--- src/rtl/codec_serializer.sv ---
// codec_serializer: sample FIFO feeding a mono-duplicated I2S-style serializer.
// Optional macro UNDERFLOW_CNT_EN adds a saturating underflow counter port.
module codec_serializer #(
  parameter int DIV   = 4,
  parameter int DEPTH = 4
) (
  input  logic        i_clk,
  input  logic        i_reset,
  input  logic        i_enable,
  input  logic [15:0] i_sample_in,
  input  logic        i_sample_valid,
  output logic        o_sample_ready,
  output logic        o_bclk,
  output logic        o_lrclk,
  output logic        o_dacdat,
  output logic        o_underflow
`ifdef UNDERFLOW_CNT_EN
  ,
  output logic [7:0]  o_underflow_count
`endif
);

  localparam int AW = $clog2(DEPTH);

  typedef enum logic {
    S_IDLE,
    S_RUN
  } state_t;

  logic [15:0] r_mem [DEPTH];
  logic [AW-1:0] r_wp;
  logic [AW-1:0] r_rp;
  logic [AW:0]   r_cnt;

  state_t      r_state;
  logic [7:0]  r_div;
  logic [4:0]  r_bit;
  logic [15:0] r_hold;
  logic [15:0] r_shift;
  logic        r_bclk;
  logic        r_lrclk;
  logic        r_dacdat;
  logic        r_uf;

  logic        w_full;
  logic        w_empty;
  logic        w_push;
  logic        w_fall;
  logic        w_wrap;
  logic        w_load;
  logic        w_pop;
  logic [15:0] w_word;
  logic [4:0]  w_next;

  assign w_full  = (r_cnt == (AW+1)'(DEPTH));
  assign w_empty = (r_cnt == '0);
  assign w_push  = i_sample_valid && !w_full;
  assign w_fall  = (r_state == S_RUN) &&
                   (r_div == 8'(DIV - 1)) && r_bclk;
  assign w_wrap  = w_fall && (r_bit == 5'd31);
  // Enable is only looked at in IDLE or on the frame-wrap edge.
  assign w_load  = i_enable &&
                   ((r_state == S_IDLE) || w_wrap);
  assign w_pop   = w_load && !w_empty;
  // An empty FIFO at load time sends silence; a same-cycle push waits.
  assign w_word  = w_empty ? 16'h0000 : r_mem[r_rp];
  assign w_next  = r_bit + 5'd1;

  assign o_sample_ready = !w_full;
  assign o_bclk         = r_bclk;
  assign o_lrclk        = r_lrclk;
  assign o_dacdat       = r_dacdat;
  assign o_underflow    = r_uf;

  // FIFO storage write; contents are don't-care once pointers reset.
  always_ff @(posedge i_clk) begin
    if (w_push && !i_reset)
      r_mem[r_wp] <= i_sample_in;
  end

  // FIFO pointers and occupancy.
  always_ff @(posedge i_clk) begin
    if (i_reset) begin
      r_wp  <= '0;
      r_rp  <= '0;
      r_cnt <= '0;
    end else begin
      if (w_push)
        r_wp <= r_wp + AW'(1);
      if (w_pop)
        r_rp <= r_rp + AW'(1);
      if (w_push && !w_pop)
        r_cnt <= r_cnt + (AW+1)'(1);
      else if (!w_push && w_pop)
        r_cnt <= r_cnt - (AW+1)'(1);
    end
  end

  // Serializer FSM: bit clock divider, bit counter and registered outputs.
  always_ff @(posedge i_clk) begin
    if (i_reset) begin
      r_state  <= S_IDLE;
      r_div    <= '0;
      r_bit    <= '0;
      r_hold   <= '0;
      r_shift  <= '0;
      r_bclk   <= 1'b0;
      r_lrclk  <= 1'b0;
      r_dacdat <= 1'b0;
      r_uf     <= 1'b0;
    end else begin
      r_uf <= 1'b0;
      if (w_load) begin
        r_state  <= S_RUN;
        r_hold   <= w_word;
        r_shift  <= w_word;
        r_dacdat <= w_word[15];
        r_lrclk  <= 1'b0;
        r_bclk   <= 1'b0;
        r_div    <= '0;
        r_bit    <= '0;
        r_uf     <= w_empty;
      end else if (r_state == S_RUN) begin
        if (r_div == 8'(DIV - 1)) begin
          r_div  <= '0;
          r_bclk <= ~r_bclk;
          if (r_bclk) begin
            if (r_bit == 5'd31) begin
              r_state  <= S_IDLE;
              r_bit    <= '0;
              r_lrclk  <= 1'b0;
              r_dacdat <= 1'b0;
            end else begin
              r_bit   <= w_next;
              r_lrclk <= w_next[4];
              // Right channel restarts the same word from its MSB.
              if (w_next[3:0] == 4'd0) begin
                r_shift  <= r_hold;
                r_dacdat <= r_hold[15];
              end else begin
                r_shift  <= {r_shift[14:0], 1'b0};
                r_dacdat <= r_shift[14];
              end
            end
          end
        end else begin
          r_div <= r_div + 8'd1;
        end
      end
    end
  end

`ifdef UNDERFLOW_CNT_EN
  logic [7:0] r_ucnt;

  assign o_underflow_count = r_ucnt;

  // Saturating count of frames loaded from an empty FIFO.
  always_ff @(posedge i_clk) begin
    if (i_reset)
      r_ucnt <= '0;
    else if (w_load && w_empty && r_ucnt != 8'hFF)
      r_ucnt <= r_ucnt + 8'd1;
  end
`endif

endmodule

--- config.mk ---
export PLATFORM = sky130hd
export DESIGN_NAME = codec_serializer
export DESIGN_NICKNAME = d
export VERILOG_FILES = /design/src/rtl/codec_serializer.sv
export SDC_FILE = /design/constraint.sdc
export NUM_CORES = 1
export LEC_CHECK = 0
export CAP_MARGIN = 10
export CORE_MARGIN = 1
export CORE_UTILIZATION = 29
export CTS_CLUSTER_DIAMETER = 40
export CTS_CLUSTER_SIZE = 25
export DETAILED_ROUTE_END_ITERATION = 6
export PLACE_DENSITY = 0.44
export SYNTH_ARGS = -nofsm -noshare
export SYNTH_HDL_FRONTEND = slang
export SYNTH_SLANG_ARGS = --single-unit
--- constraint.sdc ---
create_clock -name i_clk -period 6.8 [get_ports i_clk]
set_input_delay 2.04 -clock i_clk [delete_from_list [all_inputs] [get_ports i_clk]]
set_output_delay 2.04 -clock i_clk [all_outputs]
set_load 0.01 [all_outputs]
==> metrics.cfg, run 1 <==
[run_status]
status = finished, final reports clean

[sta]
fin_crit_ns = 3.95
tightest_slew_ns = 1.12
slew_viol_final = 0
setup-tns-final_ns = 0
hold_viol_final = 0
fin_crit_sh_pct = 58.0
rsz0062_at_grt = no
skew_ns = 0.00672
setup_viol = 0
timing.fmax_ghz = 0.253
max_slew_margin_pct = 25.1

[drt]
wirelength_um = 10800
drtPass1Iterations = 4
vias = 3367
wl_per_cell_um = 15.9
final_antenna_net_count = 0
drt_iter0_markers = 137
viasPerCell = 4.96
drc_errors = 0

[power_and_ir_drop]
ir_worst_vdd_mv = 0.155
powerDensity_mw_per_mm2 = 329
p_total_mw = 2.02
p_leak_nw = 2.01

[global_routing]
overflow = 0
grt_use_met1_pct = 17.0
grt_max_degree = 46
grt_pass1_wl_um = 17600
grt_usage_pct = 12.8
met2_usage_pct = 19.2
use_met3_pct = 3.07
busiest_layer = met2
grt_antenna_before_repair = 0
grt_pass1_vias = 3281

[setup_path]
critPathMaxStageDelay_ns = 0.50
crit_fanout = 18
critPathSlowestCell = clkdlybuf4s50_1
cp_cell_sequence = clkdlybuf4s50_1, and2_1, nand2_1, ha_1, inv_1, fa_1, xor2_1, or3_1, a21oi_1
start_kind = input port
crit_type = in -> reg
cp_data_arrival_time_ns = 4.29
cp-end-kind = flip-flop
worstPathRequired_ns = 7.14

[clock_network]
cts_resized = 0
post_cts_buffers = 0
clkTransAtPathRegs_ns = 0.05
ctsHtreeMaxLevel = 4
clockBufferDepth = 2
holdBufCountCts = 0
numCtsBuffers = 17
clk_latency_ns = 0.41
clkSinkCount = 121
root_buffer = clkbuf_16
cts_tree = built

[finish]
diodes = 0
final_nets = 472
seqCellArea_mm2 = 0.00306
multi_input_area_mm2 = 0.00187
syn_to_final_growth_pct = 18.8
nFillCells = 1646
drive_gt1_share_pct = 11.9

[floorplan]
num_io_pins = 25
die-area_mm2 = 0.0183
die_x_um = 135
die_y_um = 135
start_util_pct = 29.7
rows = 48
coreArea_mm2 = 0.0174

[synthesis]
ys_dominant_reg_cell = edfxtp_1
synth_cells = 429
syn_avg_cell_area_um2 = 12.0
ys_seq_area_share_pct = 59.4
yosys_warnings = 0
synth_cell_types = 44
synth_seq_cells = 121
synthArstFlopShare_pct = 0
synth_edf_count = 64
synth_area_mm2 = 0.00515
synthesis.nets = 458

[job]
maxCapViolCount = 0

[place]
gp_congestion = 0.719
place_hpwl_um = 6640
port_buffers = 24

[worst_hold_path]
hold_path_class = reg -> reg

stage by stage:
stage          setup slack (ns)  std cells  utilization, %  instance area (µm²)  hold WS, ns
2_1_floorplan              2.98        429               -                 5150        0.432
3_3_place_gp               2.49        649            32.1                 5560        0.438
3_5_place_dp               2.40        649            32.1                 5560        0.444
4_1_cts                    2.84        679            35.3                 6130        0.451
5_1_grt                    2.70        679            35.3                 6130        0.467
6_report                   2.85        679            35.3                 6130        0.447
state kept, by name (all words and copies together) (netlist names), 2 cells and up, named ones only:
signal / flops
r_mem: 64
r_hold: 16
r_shift: 15
r_div: 8
r_bit: 5
r_cnt: 3
r_rp: 2
r_wp: 2
final timing paths:
check / end / depth (start not counted) / start / slack (ns)
hold / removal: r_hold[9] / 2 / r_hold[9] / 0.45
setup reg to reg: r_cnt[2] / 11 / r_bit[0] / 3.92
hold reg to reg: r_hold[9] / 2 / r_hold[9] / 0.45
setup / recovery: r_cnt[2] / 9 / i_enable / 2.85
metal layers:
metal | wire length, µm | vias to the layer above
met5 | 0 | -
met4 | 201 | 0
met3 | 326 | 12
met2 | 5080 | 61
met1 | 5200 | 1649
li1 | - | 1645
cell type report:
| type | instances | area share, % |
|---|---|---|
| Tap cell | 225 | 4.60 |
| Multi-Input combinational cell | 254 | 30.6 |
| Timing Repair Buffer | 27 | 4.29 |
| Sequential cell | 121 | 50.0 |
| Clock inverter | 12 | 2.19 |
| Inverter | 22 | 1.35 |
| Clock buffer | 18 | 7.01 |
placed cells by master, fill, tap and decap left out, drive strengths merged, types with 5 or more instances in the layout:
| cell type | count |
|---|---|
| edfxtp | 64 |
| dfxtp | 57 |
| a21oi | 41 |
| nand2 | 29 |
| clkdlybuf4s50 | 24 |
| nand3 | 23 |
| inv | 22 |
| nor2 | 19 |
| clkbuf | 18 |
| a31oi | 17 |
| o21ai | 17 |
| mux4 | 16 |
| and4 | 15 |
| a311oi | 15 |
| and2 | 8 |
| ha | 8 |
| clkinv | 8 |
| nor3 | 6 |
| xor2 | 6 |
| xnor2 | 5 |
cells in the mapped netlist, drive strengths merged, types with 2 or more instances:
library cell | n | area (µm²)
or3 | 3 | 20.0
a31oi | 17 | 106
mux2i | 2 | 20.0
and3 | 2 | 12.5
inv | 22 | 82.6
edfxtp | 64 | 1920
or4 | 2 | 15.0
mux4 | 16 | 360
nand3 | 23 | 120
nand2 | 29 | 109
and4 | 15 | 131
nor2 | 19 | 71.3
nor4b | 2 | 47.6
nand4 | 3 | 18.8
xnor2 | 5 | 43.8
xor2 | 6 | 52.6
a21o | 2 | 16.3
nor3 | 6 | 30.0
and2 | 8 | 50.1
dfxtp | 57 | 1140
o21ai | 17 | 85.1
a311oi | 15 | 131
nand3b | 2 | 15.0
a21oi | 41 | 205
clkbuf | 22 | 83.8
ha | 8 | 100
buf | 10 | 60.1
critical path: cells and delay by family:
kind / cells / cell delay, ns
and+or+nand+nor: 3 / 0.83
buffers and inverters: 2 / 0.56
adders and majority gates: 2 / 0.56
xor gates and xnor gates: 1 / 0.16
AOI/OAI and AO/OA: 1 / 0.14
power by group:
| part | internal [mW] | total (mW) | switching (mW) |
|---|---|---|---|
| combinational | 0.123 | 0.282 | 0.160 |
| sequential | 0.837 | 0.869 | 0.0326 |
| clock | 0.563 | 0.866 | 0.303 |
kinds of logic (layout without fill, tap and decap cells):
family          count (synthesis)  after routing  share of synthesized area, %
mux                            18             18                          7.38
xor+xnor                       11             11                          1.87
simple gates                  118            118                          13.0
compound gates                 98             98                          11.6
buf+inv                        54             79                          4.39
fa+ha+maj                       9              9                          2.33
flops                         121            121                          59.4
No activity file was read; power rests on OpenSTA's default activity.
==> run 2: changes to the inputs <==
==> constraint.sdc (replaced) <==
create_clock -name i_clk -period 4.1 [get_ports i_clk]
set_input_delay 1.23 -clock i_clk [delete_from_list [all_inputs] [get_ports i_clk]]
set_output_delay 1.23 -clock i_clk [all_outputs]
set_load 0.01 [all_outputs]
==> metrics.cfg, run 2 (synthesized netlist as in run 1, its figures left out) <==
[finish]
largest_reg_flops = 64
utilization_pct = 35.8
layout_common_cells = edfxtp_1 (64), dfxtp_1 (57), a21oi_1 (41), nand2_1 (29), clkdlybuf4s50_1 (24)
regMostFlops = r_mem
drive_gt1_share_pct = 14.7
diodes = 0
final_nets = 480
layout_commonest_cell = edfxtp_1
reg_top3 = r_mem: 64 flops, r_hold: 16 flops, r_shift: 15 flops
post-route-cell-area_mm2 = 0.00621
syn_to_final_growth_pct = 20.5

[clock_network]
post_cts_buffers = 0
clk_latency_ns = 0.42
root_buffer = clkbuf_16
cts_tree = built
clockBufferDepth = 2
clkSinkCount = 121
holdBufCountCts = 0
clkTransAtPathRegs_ns = 0.06
ctsHtreeMaxLevel = 4
numCtsBuffers = 17
cts_resized = 0

[setup_path]
start_kind = flip-flop
crit_fanout = 4
reg2reg_from = r_bit[0]
cp_data_arrival_time_ns = 1.79
worstSetupStartpoint = r_cnt[0]
worstPathRequired_ns = 2.87
crit_type = reg -> out
cp-end-kind = output pin

[worst_hold_path]
worstHoldStart = r_hold[8]
hold_path_class = reg -> reg

[global_routing]
grt_pass1_vias = 3439
grt_antenna_before_repair = 0
overflow = 0
grt_pass1_wl_um = 18500
grt_usage_pct = 13.3
grt_max_degree = 36

[place]
placed_area_mm2 = 0.00562
place_hpwl_um = 6860
gp_congestion = 0.686
port_buffers = 24

[drt]
final_antenna_net_count = 0
vias = 3434
wirelength_um = 11000
wl_per_cell_um = 16.0
drc_errors = 0
drt_iter0_markers = 219
drtPass1Iterations = 4
viasPerCell = 4.98

[floorplan]
die_y_um = 135
coreArea_mm2 = 0.0174
start_util_pct = 29.7
die_x_um = 135
rows = 48
num_io_pins = 25
die-area_mm2 = 0.0183

[sta]
timing.fmax_ghz = 0.331
fin_crit_sh_pct = 73.8
hold_viol_final = 0
setup-tns-final_ns = 0
setup_viol = 0
max_slew_margin_pct = 20.3
fin_crit_ns = 3.02
skew_ns = 0.0120
slew_viol_final = 0
rsz0062_at_grt = no
hold_slack_ns = 0.449
tightest_slew_ns = 1.19

[power_and_ir_drop]
powerDensity_mw_per_mm2 = 545
p_leak_nw = 2.04
p_total_mw = 3.39
ir_worst_vdd_mv = 0.295

[job]
maxCapViolCount = 0

[run_status]
status = finished, final reports clean

==> run 2: where the power goes <==
group | internal, mW | switching (mW) | leakage (nW) | total, mW
clock | 0.910 | 0.549 | 0.271 | 1.46
sequential | 1.39 | 0.0569 | 1.05 | 1.44
combinational | 0.215 | 0.270 | 0.724 | 0.485
total | 2.51 | 0.875 | 2.04 | 3.39
==> run 2: per-layer routing <==
layer  part of all wire (%)  up-vias  track usage [%]
met5                      0        -                0
met3                    2.9       11             2.92
met4                    1.5        0             6.43
met1                     47     1707             17.2
li1                       -     1660                -
met2                     48       56             21.1
==> run 2: critical path: stages, from the launching register on <==
cell,delay [ns]
dfxtp_1,0.35
or3b_2,0.53
clkdlybuf4s50_1,0.50
==> run 2: cell type report <==
class	instances	area (µm²)
fill	1678	11100
sequential	121	3060
multi-input combinational	254	1870
clock buffer	18	439
timing repair buffer	35	323
tap	225	282
clock inverter	14	150
inverter	22	82.6
==> run 2: worst paths after layout <==
check                         to  depth (start not counted)  slack (ns)
setup / recovery  o_sample_ready                          2        1.08
hold / removal         r_hold[8]                          2        0.45
setup reg to reg        r_cnt[2]                         11        1.28
hold reg to reg        r_hold[8]                          2        0.45
==> run 2: per-stage QoR <==
stage / std cells / setup WS (ns)
global placement: 657 / 0.791
global route: 689 / 1.02
finish: 689 / 1.08
detailed placement: 657 / 0.729
CTS: 689 / 1.07
floorplan: 429 / 1.09
